$ cat src/rtl/vita_alu_pkg.sv
// Shared definitions for the decode/execute boundary in front of the 32-bit ALU.
// Holds the ALU control codes, the RV32I opcode/funct constants the decoder needs,
// and the layout of one decoded entry as held in the id_ex_stage skid buffer.
package vita_alu_pkg;

  localparam int unsigned XLEN   = 32;
  localparam int unsigned CTRL_W = 4;
  localparam int unsigned REG_W  = 5;

  typedef logic [CTRL_W-1:0] alu_ctrl_t;

  // ALU control codes
  localparam alu_ctrl_t AluAnd     = 4'b0000;
  localparam alu_ctrl_t AluOr      = 4'b0001;
  localparam alu_ctrl_t AluAdd     = 4'b0010;
  localparam alu_ctrl_t AluSub     = 4'b0110;
  localparam alu_ctrl_t AluSlt     = 4'b0111;
  localparam alu_ctrl_t AluXor     = 4'b1000;
  localparam alu_ctrl_t AluSrl     = 4'b1001;
  localparam alu_ctrl_t AluSra     = 4'b1010;
  localparam alu_ctrl_t AluSll     = 4'b1011;
  localparam alu_ctrl_t AluIllegal = 4'b1111;

  // Opcodes
  localparam logic [6:0] OpcOp     = 7'b0110011;
  localparam logic [6:0] OpcOpImm  = 7'b0010011;
  localparam logic [6:0] OpcBranch = 7'b1100011;

  // funct3
  localparam logic [2:0] F3AddSub = 3'b000;
  localparam logic [2:0] F3Sll    = 3'b001;
  localparam logic [2:0] F3Slt    = 3'b010;
  localparam logic [2:0] F3Sltu   = 3'b011;
  localparam logic [2:0] F3Xor    = 3'b100;
  localparam logic [2:0] F3Sr     = 3'b101;
  localparam logic [2:0] F3Or     = 3'b110;
  localparam logic [2:0] F3And    = 3'b111;
  localparam logic [2:0] F3Beq    = 3'b000;
  localparam logic [2:0] F3Bne    = 3'b001;

  // funct7
  localparam logic [6:0] F7Base = 7'b0000000;
  localparam logic [6:0] F7Alt  = 7'b0100000;

  typedef struct packed {
    logic [XLEN-1:0]  alu_a;
    logic [XLEN-1:0]  alu_b;
    alu_ctrl_t        alu_control;
    logic [REG_W-1:0] rd;
    logic             reg_write;
    logic             is_branch;
    logic             branch_ne;
    logic             illegal;
  } id_ex_entry_t;

endpackage

$ cat src/rtl/alu_decode.sv
// Combinational RV32I decoder for the ALU subset.
// Ports:
//   instr_i    - instruction word
//   rs1_val_i  - resolved rs1 value (x0 and forwarding already applied)
//   rs2_val_i  - resolved rs2 value (x0 and forwarding already applied)
//   entry_o    - decoded entry: ALU operands in ALU order, control code and flags
module alu_decode
  import vita_alu_pkg::*;
(
  input  logic [XLEN-1:0] instr_i,
  input  logic [XLEN-1:0] rs1_val_i,
  input  logic [XLEN-1:0] rs2_val_i,
  output id_ex_entry_t    entry_o
);

  logic [6:0]      opcode;
  logic [2:0]      funct3;
  logic [6:0]      funct7;
  logic [XLEN-1:0] imm_i;
  logic [XLEN-1:0] shamt;
  logic            bad;
  logic            f7_alt_ok;
  logic            unused_rs1_idx;

  assign opcode         = instr_i[6:0];
  assign funct3         = instr_i[14:12];
  assign funct7         = instr_i[31:25];
  assign imm_i          = {{(XLEN-12){instr_i[31]}}, instr_i[31:20]};
  assign shamt          = {{(XLEN-5){1'b0}}, instr_i[24:20]};
  // Only ADD/SUB and SRL/SRA have a second funct7 encoding.
  assign f7_alt_ok      = (funct3 == F3AddSub) || (funct3 == F3Sr);
  // rs1 index is resolved by the parent before the value reaches us.
  assign unused_rs1_idx = ^instr_i[19:15];

  always_comb begin
    entry_o       = '0;
    entry_o.alu_a = rs1_val_i;
    entry_o.alu_b = rs2_val_i;
    entry_o.rd    = instr_i[11:7];
    bad           = 1'b0;

    case (opcode)
      OpcOp: begin
        entry_o.reg_write = 1'b1;
        case (funct3)
          F3AddSub: entry_o.alu_control = (funct7 == F7Alt) ? AluSub : AluAdd;
          F3Sll: begin
            // ALU shifts in_b left by in_a, so the operands are swapped.
            entry_o.alu_control = AluSll;
            entry_o.alu_a       = rs2_val_i;
            entry_o.alu_b       = rs1_val_i;
          end
          F3Slt:   entry_o.alu_control = AluSlt;
          F3Xor:   entry_o.alu_control = AluXor;
          F3Sr:    entry_o.alu_control = (funct7 == F7Alt) ? AluSra : AluSrl;
          F3Or:    entry_o.alu_control = AluOr;
          F3And:   entry_o.alu_control = AluAnd;
          default: bad = 1'b1;
        endcase
        if (!((funct7 == F7Base) || ((funct7 == F7Alt) && f7_alt_ok))) begin
          bad = 1'b1;
        end
      end

      OpcOpImm: begin
        entry_o.reg_write = 1'b1;
        entry_o.alu_b     = imm_i;
        case (funct3)
          F3AddSub: entry_o.alu_control = AluAdd;
          F3Slt:    entry_o.alu_control = AluSlt;
          F3Xor:    entry_o.alu_control = AluXor;
          F3Or:     entry_o.alu_control = AluOr;
          F3And:    entry_o.alu_control = AluAnd;
          F3Sll: begin
            entry_o.alu_control = AluSll;
            entry_o.alu_a       = shamt;
            entry_o.alu_b       = rs1_val_i;
            if (funct7 != F7Base) bad = 1'b1;
          end
          F3Sr: begin
            entry_o.alu_control = (funct7 == F7Alt) ? AluSra : AluSrl;
            entry_o.alu_b       = shamt;
            if ((funct7 != F7Base) && (funct7 != F7Alt)) bad = 1'b1;
          end
          default: bad = 1'b1;
        endcase
      end

      OpcBranch: begin
        entry_o.alu_control = AluSub;
        entry_o.is_branch   = 1'b1;
        case (funct3)
          F3Beq:   entry_o.branch_ne = 1'b0;
          F3Bne:   entry_o.branch_ne = 1'b1;
          default: bad = 1'b1;
        endcase
      end

      default: bad = 1'b1;
    endcase

    if (bad) begin
      entry_o.alu_control = AluIllegal;
      entry_o.illegal     = 1'b1;
      entry_o.reg_write   = 1'b0;
      entry_o.is_branch   = 1'b0;
      entry_o.branch_ne   = 1'b0;
    end
  end

endmodule

$ cat src/rtl/id_ex_stage.sv
// Decode-to-execute stage in front of the 32-bit ALU: decodes one RV32I instruction
// per handshake and holds decoded entries in a two-entry skid buffer (FIFO).
// Outputs always show the head entry.
// Build option: define ID_EX_FWD_EN to replace rs1/rs2 read data with the writeback
// result at capture time; otherwise the fwd_* inputs are ignored.
// Ports:
//   clk, rst_n (sync, active-low), flush
//   in_valid/in_ready, instr, rs1_data, rs2_data    - upstream
//   fwd_valid, fwd_rd, fwd_data                     - writeback forwarding
//   out_valid/out_ready, alu_a, alu_b, alu_control,
//   rd, reg_write, is_branch, branch_ne, illegal    - head entry to execute
module id_ex_stage
  import vita_alu_pkg::*;
#(
  parameter int unsigned DEPTH = 2
) (
  input  logic              clk,
  input  logic              rst_n,
  input  logic              flush,
  input  logic              in_valid,
  output logic              in_ready,
  input  logic [XLEN-1:0]   instr,
  input  logic [XLEN-1:0]   rs1_data,
  input  logic [XLEN-1:0]   rs2_data,
  input  logic              fwd_valid,
  input  logic [REG_W-1:0]  fwd_rd,
  input  logic [XLEN-1:0]   fwd_data,
  output logic              out_valid,
  input  logic              out_ready,
  output logic [XLEN-1:0]   alu_a,
  output logic [XLEN-1:0]   alu_b,
  output logic [CTRL_W-1:0] alu_control,
  output logic [REG_W-1:0]  rd,
  output logic              reg_write,
  output logic              is_branch,
  output logic              branch_ne,
  output logic              illegal
);

  logic [REG_W-1:0] rs1_idx;
  logic [REG_W-1:0] rs2_idx;
  logic [XLEN-1:0]  rs1_val;
  logic [XLEN-1:0]  rs2_val;
  id_ex_entry_t     new_entry;
  id_ex_entry_t     entry_q [2];
  id_ex_entry_t     entry_d [2];
  logic [1:0]       count_q;
  logic [1:0]       count_d;
  logic             push;
  logic             pop;

  assign rs1_idx = instr[19:15];
  assign rs2_idx = instr[24:20];

`ifdef ID_EX_FWD_EN
  always_comb begin
    rs1_val = rs1_data;
    rs2_val = rs2_data;
    if (fwd_valid && (fwd_rd != '0) && (fwd_rd == rs1_idx)) rs1_val = fwd_data;
    if (fwd_valid && (fwd_rd != '0) && (fwd_rd == rs2_idx)) rs2_val = fwd_data;
    // x0 wins over everything, including forwarding.
    if (rs1_idx == '0) rs1_val = '0;
    if (rs2_idx == '0) rs2_val = '0;
  end
`else
  logic unused_fwd;
  assign unused_fwd = ^{fwd_valid, fwd_rd, fwd_data};

  always_comb begin
    rs1_val = (rs1_idx == '0) ? '0 : rs1_data;
    rs2_val = (rs2_idx == '0) ? '0 : rs2_data;
  end
`endif

  alu_decode u_alu_decode (
    .instr_i   (instr),
    .rs1_val_i (rs1_val),
    .rs2_val_i (rs2_val),
    .entry_o   (new_entry)
  );

  // Handshake depends only on registered count (plus rst_n for in_ready).
  assign in_ready  = rst_n & (count_q < 2'(DEPTH));
  assign out_valid = (count_q != 2'd0);
  assign push      = in_valid & in_ready;
  assign pop       = out_valid & out_ready;

  // Shift-style FIFO: entry 0 is always the head.
  always_comb begin
    entry_d = entry_q;
    count_d = count_q;
    if (flush) begin
      count_d    = '0;
      entry_d[0] = '0;
      entry_d[1] = '0;
    end else begin
      case ({push, pop})
        // Push and pop together only happens at count 1 (count 2 blocks push).
        2'b11: entry_d[0] = new_entry;
        2'b01: begin
          entry_d[0] = entry_q[1];
          entry_d[1] = '0;
          count_d    = count_q - 2'd1;
        end
        2'b10: begin
          if (count_q == 2'd0) entry_d[0] = new_entry;
          else                 entry_d[1] = new_entry;
          count_d = count_q + 2'd1;
        end
        default: ;
      endcase
    end
  end

  always_ff @(posedge clk) begin
    if (!rst_n) begin
      count_q    <= '0;
      entry_q[0] <= '0;
      entry_q[1] <= '0;
    end else begin
      count_q    <= count_d;
      entry_q[0] <= entry_d[0];
      entry_q[1] <= entry_d[1];
    end
  end

  assign alu_a       = entry_q[0].alu_a;
  assign alu_b       = entry_q[0].alu_b;
  assign alu_control = entry_q[0].alu_control;
  assign rd          = entry_q[0].rd;
  assign reg_write   = entry_q[0].reg_write;
  assign is_branch   = entry_q[0].is_branch;
  assign branch_ne   = entry_q[0].branch_ne;
  assign illegal     = entry_q[0].illegal;

endmodule

$ cat config.mk
export PLATFORM = sky130hd
export DESIGN_NAME = id_ex_stage
export DESIGN_NICKNAME = d
export VERILOG_FILES = /design/src/rtl/vita_alu_pkg.sv /design/src/rtl/alu_decode.sv /design/src/rtl/id_ex_stage.sv
export SDC_FILE = /design/constraint.sdc
export NUM_CORES = 1
export LEC_CHECK = 0
export BUFFER_PORTS_ARGS = -buffer_cell sky130_fd_sc_hd__buf_4
export CAP_MARGIN = 10
export CORE_MARGIN = 2
export CORE_UTILIZATION = 53
export CTS_CLUSTER_DIAMETER = 30
export CTS_CLUSTER_SIZE = 25
export DETAILED_ROUTE_END_ITERATION = 8
export MAX_ROUTING_LAYER = met4
export PLACE_DENSITY = 0.87
export SLEW_MARGIN = 20
export SYNTH_ARGS = -nofsm -noshare
export SYNTH_HDL_FRONTEND = slang
export SYNTH_SLANG_ARGS = --single-unit
$ cat constraint.sdc
create_clock -name clk -period 4 [get_ports clk]
set_input_delay 1.2 -clock clk [delete_from_list [all_inputs] [get_ports clk]]
set_output_delay 1.2 -clock clk [all_outputs]
set_load 0.02 [all_outputs]
# --- Yosys cells after proc, flatten, opt, wreduce, memory -nomap -nowiden ---
# Cells that the tools add are included.
classes:
  bitwise_logic: 4
  n_eq_ne: 16
  magnitude_cmp: 1
  n_mux: 28
  addsub: 2
  n_reduce_logical: 20
ops:
  columns: ["cell", "count"]
  rows:
  - ["one-hot mux 77 bit (3 select lines)", 1]
  - ["2-to-1 mux 77 bit", 2]
  - ["one-hot mux 77 bit (2 select lines)", 1]
  - ["one-hot mux 64 bit (2 select lines)", 1]
  - ["2-to-1 mux 32 bit", 3]
  - ["2-to-1 mux 64 bit", 1]
  - ["one-hot mux 32 bit (2 select lines)", 1]
  - ["one-hot mux 4 bit (6 select lines)", 2]
  - ["equality test 7 x 6 -> 1 bit, second input constant", 2]
  - ["equality test 3 bit, second input constant", 4]
  - ["one-hot mux 4 bit (3 select lines)", 1]
  - ["logical NOT 5 bit", 2]
  - ["2-to-1 mux 4 bit", 2]
  - ["equality test 7 x 5 -> 1 bit, second input constant", 1]
  - ["equality test 7 bit, second input constant", 1]
  - ["logical NOT 7 bit", 1]
  - ["2-to-1 mux 1 bit", 7]
  - ["inequality test 7 x 6 -> 1 bit, second input constant", 1]
  - ["nonzero test 7 bit", 1]
  - ["OR reduction 7 bit", 1]
  - ["one-hot mux 1 bit (3 select lines)", 2]
  - ["OR reduction 2 bit", 3]
  - ["OR reduction 5 bit", 1]
  - ["equality test 2 bit, second input constant", 2]
  - ["other kinds (19)", 27]
totals:
  wordCells: 88
  regBits: 156

# --- Longest topological paths before layout ---
# Gate-level depths: netlist of the first run.
logic_depth:
  word_depth: 9
  depth_mapped: 13
  ltp_nobuf: 9

# --- Modules after synthesis ---
# From an unflattened synthesis of the first run, not the netlist that was laid out.
hier_totals:
  hier_cells: 1124
  hier_area_um2: 9241.4
modules_own_cells:
  columns: ["mod", "cells_each", "area_each_um2", "seq_area_each_um2", "n_inst"]
  rows:
  - ["id_ex_stage", 883, 7827.5, 3123.0, 1]
  - ["alu_decode", 241, 1413.9, 0.0, 1]

# --- Worst setup path after synthesis of the first run ---
# No wires, ideal clock.
synth_path:
  path_kind: "input to register"
  start: "input rst_n"
  end: "register entry_q[54] in the netlist's numbering"
  required_time_ns: 3.872
  slack_ns: 0.654
  path_buffers: 4
  arrival_ns: 3.218
  cell_stages: 13
  path_cell_list: "nor2b_1 nand2_1 inv_1 ha_1 o21a_1 clkbuf_1 a21oi_1 and2_1 clkbuf_1 clkbuf_1 clkbuf_1 nand2_1 o21ai_0"
synth_via:
  elab_chain_cells: 5
  elab_cells_between_ends: 10
  cone_classes: "eq/ne (3); mux (1); bitwise (3); reduce/logical (3)"
synth_lines:
  columns: ["item", "line_no", "rtl"]
  rows:
  - ["from (decl)", "id_ex_stage.sv:18", "input logic rst_n,"]
  - ["AND 1 bit", "id_ex_stage.sv:83", "assign in_ready = rst_n & (count_q < 2'(DEPTH));"]
  - ["AND 1 bit", "id_ex_stage.sv:85", "assign push = in_valid & in_ready;"]
  - ["equality test 2 bit / equality test 2 x 1 -> 1 bit (equally long branches)", "id_ex_stage.sv:97", "case ({push, pop})"]
  - ["inequality test 2 bit (no line) / nonzero test 2 bit (equally long branches)", null, null]
  - ["AND reduction 2 bit (no line)", null, null]
  - ["to (decl)", "id_ex_stage.sv:45", "id_ex_entry_t entry_q [2];"]
# Several ways; a longest one is shown, not always the timed one.
# A chain may end at the register's enable or synchronous reset.

# --- Final worst setup path of the first run ---
layout_path:
  start: "input rst_n"
  end: "register entry_q[25] in the netlist's numbering"
# The elaborated chain is that of the path after synthesis.

==> impl_metrics.xml, run 1 <==
<?xml version="1.0" encoding="UTF-8"?>
<metrics>
  <group name="logic_synthesis">
    <metric name="yosys.area.top_type" unit="">dfxtp_1</metric>
    <metric name="synthArstFlopShare" unit="%">0</metric>
    <metric name="syn_area" unit="um2">8102</metric>
    <metric name="synth-seq-cells" unit="">156</metric>
    <metric name="yosysWarnings" unit="">0</metric>
    <metric name="post_synth.cell_area_avg" unit="um2">8.519</metric>
    <metric name="ys.flop_type" unit="">dfxtp_1</metric>
    <metric name="yosys-top-cells-count" unit="">dfxtp_1 (156), nand2_1 (84), buf_4 (74), clkbuf_1 (65), nand3_1 (60)</metric>
    <metric name="synthMostInstantiatedCell" unit="">dfxtp_1</metric>
    <metric name="synthCells" unit="">951</metric>
    <metric name="synth_nets" unit="">1092</metric>
    <metric name="synth_edf_count" unit="">0</metric>
    <metric name="netlist_top_cells_area" unit="">dfxtp_1 (39%), buf_4 (6.9%), a221o_1 (4.9%)</metric>
    <metric name="synth.yosys.seq_area_share" unit="%">38.55</metric>
    <metric name="share_of_the_synthesized_area_in_the_top_cell_type" unit="%">38.55</metric>
    <metric name="synth_cell_types" unit="">56</metric>
  </group>
  <group name="setup_path">
    <metric name="critical_path.endpoint_type" unit="">flip-flop</metric>
    <metric name="crit_type" unit="">in -&gt; reg</metric>
    <metric name="worst-r2r-setup-slack" unit="ns">1.25</metric>
    <metric name="timing.critical_path.fanout_max" unit="">20</metric>
    <metric name="endpoint_of_the_lowest_slack_register_to_register_path" unit="">entry_q[25]</metric>
    <metric name="setup.worst_path.start_class" unit="">input port</metric>
    <metric name="crit-reg2reg-launch" unit="">count_q[1]</metric>
    <metric name="r2r_cells" unit="">9</metric>
    <metric name="critical_path_required" unit="ns">4.38</metric>
    <metric name="worstPathArrival" unit="ns">3.60</metric>
  </group>
  <group name="clock_tree">
    <metric name="post_cts.resized_instances" unit="">0</metric>
    <metric name="clock_buffers_created_by_tritoncts" unit="">17</metric>
    <metric name="worst_skew_pair.late_latency" unit="ns">0.44</metric>
    <metric name="clk_pin_slew_worst_paths" unit="ns">0.07</metric>
    <metric name="number_of_post_cts_setup_repair_buffers" unit="">0</metric>
    <metric name="clk_path_buf_depth" unit="">2</metric>
    <metric name="cts_max_level" unit="">4</metric>
    <metric name="clk_root_buffer_cell" unit="">clkbuf_16</metric>
    <metric name="cts_tree" unit="">yes</metric>
    <metric name="cts.hold.buffers_added" unit="">0</metric>
    <metric name="clock_sinks" unit="">156</metric>
  </group>
  <group name="sta">
    <metric name="drv_slew" unit="">0</metric>
    <metric name="final_period_minus_worst_setup_slack" unit="ns">3.226</metric>
    <metric name="fin_setup_tns" unit="ns">0</metric>
    <metric name="setup_repair_after_global_routing_missed_its_margin" unit="">false</metric>
    <metric name="final_period_utilization" unit="%">80.64</metric>
    <metric name="timing.clock.skew" unit="ns">0.007980</metric>
    <metric name="finalSetupViolCount" unit="">0</metric>
    <metric name="clock.fmax" unit="MHz">310.0</metric>
    <metric name="timing.final.hold_violations" unit="">0</metric>
    <metric name="tightestPinTransition" unit="ns">1.109</metric>
    <metric name="timing.slew.headroom" unit="%">26.05</metric>
  </group>
  <group name="floorplanning">
    <metric name="design.core.area" unit="um2">15090</metric>
    <metric name="row_count" unit="">45</metric>
    <metric name="die_h" unit="um">127.6</metric>
    <metric name="floorplan.die.width" unit="um">127.6</metric>
    <metric name="initial_core_util" unit="%">53.69</metric>
    <metric name="die_area" unit="um2">16290</metric>
    <metric name="boundaryPins" unit="">218</metric>
  </group>
  <group name="global_routing">
    <metric name="number_of_global_route_vias_before_repair" unit="">7407</metric>
    <metric name="global_route_wire_length_before_repair" unit="um">39200</metric>
    <metric name="grt_overflow" unit="">0</metric>
    <metric name="antenna_found_initial" unit="">0</metric>
    <metric name="largest_net_degree_at_the_start_of_global_routing" unit="">79</metric>
    <metric name="globalRouteTotalUtil" unit="%">31.27</metric>
  </group>
  <group name="route">
    <metric name="vias" unit="">8042</metric>
    <metric name="post_drt_via_cell_ratio" unit="">6.679</metric>
    <metric name="post_drt_wl_per_cell" unit="um">20.93</metric>
    <metric name="firstDrtPassIters" unit="">6</metric>
    <metric name="drcViolationCount" unit="">0</metric>
    <metric name="totalWireLength" unit="um">25200</metric>
    <metric name="dr.first_iter.drc_count" unit="">1136</metric>
    <metric name="detail-route-antenna-nets" unit="">0</metric>
  </group>
  <group name="pwr">
    <metric name="maximum_resistive_drop_on_vdd" unit="mV">0.3616</metric>
    <metric name="power.density_cell_area" unit="nW/um2">396.8</metric>
    <metric name="leakage" unit="nW">3.743</metric>
  </group>
  <group name="cells_and_area">
    <metric name="final_design_area_no_fill" unit="um2">9540</metric>
    <metric name="drive_gt1_share" unit="%">24.80</metric>
    <metric name="nNetsFinal" unit="">1144</metric>
    <metric name="n_antenna_cell" unit="">0</metric>
    <metric name="postLayoutCoreUtil" unit="%">63.23</metric>
    <metric name="synthToLayoutAreaGrowth" unit="%">17.76</metric>
  </group>
  <group name="status">
    <metric name="run_status" unit="">complete, no violations</metric>
  </group>
  <group name="place">
    <metric name="dp_hpwl" unit="um">16240</metric>
    <metric name="io_buffer_count" unit="">179</metric>
    <metric name="placement.cell_area" unit="um2">8952</metric>
    <metric name="gp_congestion" unit="">0.9389</metric>
  </group>
  <group name="hold_path">
    <metric name="hold_path_depth" unit="">2</metric>
    <metric name="hold_class" unit="">reg -&gt; reg</metric>
    <metric name="min_from" unit="">entry_q[19]</metric>
    <metric name="min_delay_worst_endpoint" unit="">entry_q[19]</metric>
  </group>
  <group name="run">
    <metric name="cap_viol_max_count" unit="">0</metric>
  </group>
</metrics>
[critical path, cell delays in order]
cell and delay (ns):
buf_4 0.13, nor2b_1 0.16, nand2_1 0.13, inv_1 0.08, ha_1 0.22, o21a_1 0.40
nand2_1 0.16, or3_1 0.73, nor2b_1 0.25, a221o_1 0.13
[layer usage]
layer	track usage [%]	wire length, um
met5	-	0
met1	40.40	9726
met3	7.161	2865
met4	13.32	1096
met2	47.18	11510
[per-stage QoR]
stage	instances	setup WS (ns)	power (mW)	hold slack (ns)
floorplan	951	0.6541	1.976	0.4064
global placement	1172	0.3668	2.172	0.4150
detailed placement	1172	0.3427	2.181	0.4214
CTS	1204	0.7783	3.771	0.4329
global route	1204	0.6438	3.892	0.4529
finish	1204	0.7743	3.786	0.4325
[sequential cells by signal (all words and copies together) (netlist names), 2 cells and up]
register,cells
alu_a,32
alu_b,32
rd,5
count_q,2
entry_q,77
alu_control,4
[report_power, final]
part / internal [mW] / total, mW / switching, mW / leakage, nW
Clock: 0.963 / 1.63 / 0.662 / 0.285
Combinational: 0.212 / 0.546 / 0.334 / 2.20
Sequential: 1.59 / 1.61 / 0.0239 / 1.26
[cell families (layout without fill, tap and decap cells)]
group                      Yosys count  count (layout)  share of synthesized area, %
AOI/OAI and AO/OA                  324             324                         29.48
and+or+nand+nor                    286             286                         18.44
buffers and inverters              176             241                         12.39
DFF                                156             156                         38.55
muxes                                5               5                        0.6178
adders and majority gates            2               2                        0.3088
xor gates and xnor gates             2               2                        0.2163
[placed cells by master, fill, tap and decap left out, types with 25 or more instances in the layout]
cell type / synthesis / final
dfxtp_1: 156 / 156
nand4_1: 28 / 28
o21ai_0: 52 / 52
a22o_1: 35 / 35
a21oi_1: 48 / 48
nand2_1: 84 / 84
buf_4: 74 / 199
a32oi_1: 39 / 39
a221o_1: 40 / 40
nor2b_1: 29 / 28
nand3_1: 60 / 60
a21o_1: 25 / 25
o211ai_1: 35 / 35
[how the worst max path moves through the flow]
stage               startpoint          end  slack [ns]  cells past startpoint
global route             rst_n  entry_q[35]        0.64                     10
detailed placement   instr[24]    alu_a[27]        0.34                      6
floorplan                rst_n  entry_q[54]        0.65                     13
global placement     instr[24]    alu_a[30]        0.37                      6
finish                   rst_n  entry_q[25]        0.77                     10
CTS                  instr[24]  entry_q[75]        0.78                      6
[layout make-up]
type / count / area [um2]
clock buffers: 21 / 470.5
clock inverters: 11 / 116.4
fillers: 1262 / 5549
inverters: 8 / 30.03
multi-input cells: 619 / 4031
flip-flops and latches: 156 / 3123
well taps: 188 / 235.2
repair buffers: 201 / 1534
No activity file was read; power rests on OpenSTA's default activity.
==> run 2: changes to the inputs <==
CORE_UTILIZATION = 48   (was 53)
PLACE_DENSITY = 0.84   (was 0.87)
clock period = 2.8 ns   (was 4 ns; I/O delays follow)
==> impl_metrics.xml, run 2 (synthesis results as in run 1) <==
<?xml version="1.0" encoding="UTF-8"?>
<metrics>
  <group name="sta">
    <metric name="worst_setup_slack_final" unit="ns">0.3390</metric>
    <metric name="timing.final.hold_violations" unit="">0</metric>
    <metric name="final_period_minus_worst_setup_slack" unit="ns">2.461</metric>
    <metric name="timing.slew.headroom" unit="%">39.74</metric>
    <metric name="tightestPinTransition" unit="ns">0.9039</metric>
    <metric name="final_period_utilization" unit="%">87.89</metric>
    <metric name="setup_repair_after_global_routing_missed_its_margin" unit="">false</metric>
    <metric name="finalSetupViolCount" unit="">0</metric>
    <metric name="drv_slew" unit="">0</metric>
    <metric name="timing.clock.skew" unit="ns">0.007667</metric>
    <metric name="clock.fmax" unit="MHz">406.3</metric>
    <metric name="finalHoldWorstSlack" unit="ns">0.4317</metric>
    <metric name="fin_setup_tns" unit="ns">0</metric>
  </group>
  <group name="cells_and_area">
    <metric name="registers.top_by_ff_count" unit="">entry_q</metric>
    <metric name="ff_latch_area" unit="um2">3123</metric>
    <metric name="postLayoutCoreUtil" unit="%">60.48</metric>
    <metric name="filler_cells_inserted" unit="">1398</metric>
    <metric name="layout_commonest_cell" unit="">buf_4</metric>
    <metric name="flip_flop_count_of_the_largest_register_after_layout" unit="">77</metric>
    <metric name="nNetsFinal" unit="">1178</metric>
    <metric name="most-common-layout-cells" unit="">buf_4 (222), dfxtp_1 (156), nand2_1 (84)</metric>
    <metric name="final_design_area_no_fill" unit="um2">9995</metric>
    <metric name="drive_gt1_share" unit="%">27.10</metric>
    <metric name="fin_cells" unit="">1269</metric>
    <metric name="synthToLayoutAreaGrowth" unit="%">23.37</metric>
    <metric name="area_of_combinational_cells_with_multiple_inputs" unit="um2">4039</metric>
  </group>
  <group name="floorplanning">
    <metric name="row_count" unit="">47</metric>
    <metric name="design.core.area" unit="um2">16520</metric>
    <metric name="die_h" unit="um">133.9</metric>
    <metric name="floorplan.die.width" unit="um">133.9</metric>
    <metric name="boundaryPins" unit="">218</metric>
    <metric name="die_area" unit="um2">17930</metric>
    <metric name="initial_core_util" unit="%">49.03</metric>
  </group>
  <group name="global_routing">
    <metric name="global_route_wire_length_before_repair" unit="um">41260</metric>
    <metric name="largest_net_degree_at_the_start_of_global_routing" unit="">60</metric>
    <metric name="antenna_found_initial" unit="">0</metric>
    <metric name="number_of_global_route_vias_before_repair" unit="">7599</metric>
    <metric name="grt_overflow" unit="">0</metric>
    <metric name="globalRouteTotalUtil" unit="%">29.95</metric>
  </group>
  <group name="pwr">
    <metric name="power.density_cell_area" unit="nW/um2">553.1</metric>
    <metric name="leakage" unit="nW">3.954</metric>
    <metric name="maximum_resistive_drop_on_vdd" unit="mV">0.5073</metric>
    <metric name="report.power.total" unit="mW">5.528</metric>
  </group>
  <group name="setup_path">
    <metric name="crit_type" unit="">in -&gt; reg</metric>
    <metric name="crit_chain" unit="">buf_4 -&gt; or4_1 -&gt; or2_2 -&gt; nor4b_2 -&gt; buf_12 -&gt; a22o_1 -&gt; a221o_1</metric>
    <metric name="worst_path_largest_cell_delay" unit="ns">0.56</metric>
    <metric name="crit-reg2reg-launch" unit="">count_q[1]</metric>
    <metric name="critical_path.endpoint_type" unit="">flip-flop</metric>
    <metric name="timing.critical_path.slowest_stage_cell" unit="">or4_1</metric>
    <metric name="worstPathArrival" unit="ns">2.77</metric>
    <metric name="worst-r2r-setup-slack" unit="ns">0.50</metric>
    <metric name="timing.critical_path.fanout_max" unit="">20</metric>
    <metric name="critical_path_required" unit="ns">3.11</metric>
    <metric name="endpoint_of_the_lowest_slack_register_to_register_path" unit="">entry_q[19]</metric>
    <metric name="setup.worst_path.start_class" unit="">input port</metric>
    <metric name="r2r_cells" unit="">10</metric>
    <metric name="startpoint" unit="">instr[15]</metric>
  </group>
  <group name="clock_tree">
    <metric name="number_of_post_cts_setup_repair_buffers" unit="">0</metric>
    <metric name="clock_sinks" unit="">156</metric>
    <metric name="cts_max_level" unit="">4</metric>
    <metric name="clk_path_buf_depth" unit="">2</metric>
    <metric name="cts_tree" unit="">yes</metric>
    <metric name="clock_buffers_created_by_tritoncts" unit="">17</metric>
    <metric name="worst_skew_pair.late_latency" unit="ns">0.43</metric>
    <metric name="cts.hold.buffers_added" unit="">0</metric>
    <metric name="clk_pin_slew_worst_paths" unit="ns">0.06</metric>
    <metric name="post_cts.resized_instances" unit="">0</metric>
    <metric name="clk_root_buffer_cell" unit="">clkbuf_16</metric>
  </group>
  <group name="route">
    <metric name="detail-route-antenna-nets" unit="">0</metric>
    <metric name="post_drt_wl_per_cell" unit="um">20.81</metric>
    <metric name="dr.first_iter.drc_count" unit="">856</metric>
    <metric name="post_drt_via_cell_ratio" unit="">6.408</metric>
    <metric name="vias" unit="">8132</metric>
    <metric name="drcViolationCount" unit="">0</metric>
    <metric name="totalWireLength" unit="um">26410</metric>
    <metric name="firstDrtPassIters" unit="">9</metric>
  </group>
  <group name="place">
    <metric name="preCtsSetupSlack" unit="ns">-0.1085</metric>
    <metric name="place.detailed.instances" unit="">1238</metric>
    <metric name="io_buffer_count" unit="">179</metric>
    <metric name="gp_congestion" unit="">0.9314</metric>
    <metric name="dp_hpwl" unit="um">17530</metric>
    <metric name="placement.cell_area" unit="um2">9394</metric>
  </group>
  <group name="run">
    <metric name="cap_viol_max_count" unit="">0</metric>
  </group>
  <group name="hold_path">
    <metric name="hold_path_depth" unit="">2</metric>
    <metric name="hold_class" unit="">reg -&gt; reg</metric>
    <metric name="min_delay_worst_endpoint" unit="">entry_q[20]</metric>
    <metric name="min_from" unit="">entry_q[20]</metric>
  </group>
  <group name="status">
    <metric name="run_status" unit="">complete, no violations</metric>
  </group>
</metrics>
[run 2: changes by cell type in the layout (fill, tap and decap cells not counted), sizes merged]
cell | before | now
buf | 201 | 235
diode | 0 | 1
bufinv | 2 | 3
clkbuf | 21 | 20
clkinvlp | 3 | 2
clkinv | 5 | 4
[run 2: worst max-delay path, delay by kind of cell]
| kind | cells | cell delay (ns) |
|---|---|---|
| AO/OA/AOI/OAI | 2 | 0.54 |
| buffers and inverters | 2 | 0.26 |
| AND/OR/NAND/NOR | 3 | 1.11 |
[run 2: report_power, final]
part	switching (mW)	internal, mW
Clock	0.941	1.44
Combinational	0.495	0.345
Sequential	0.0338	2.27
Total	1.47	4.06
[run 2: routing by layer]
metal / up-vias / global-route usage, % / routed length (um)
li1: 3673 / - / -
met1: 3857 / 37.78 / 10330
met2: 528 / 47.04 / 12570
met3: 74 / 6.500 / 2709
met4: 0 / 11.64 / 799
met5: - / - / 0
[run 2: worst max-delay path by stage]
stage,to
finish,entry_q[35]
global route,entry_q[9]
CTS,entry_q[35]
detailed placement,entry_q[35]
global placement,entry_q[42]
floorplan,entry_q[66]
[run 2: cell type report]
type	instances	share of cell area, %
Multi-Input combinational cell	619	40.41
Sequential cell	156	31.25
Timing Repair Buffer	235	19.28
Clock buffer	20	4.569
Tap cell	220	2.754
Clock inverter	10	1.415
Inverter	8	0.3005
Antenna cell	1	0.02504
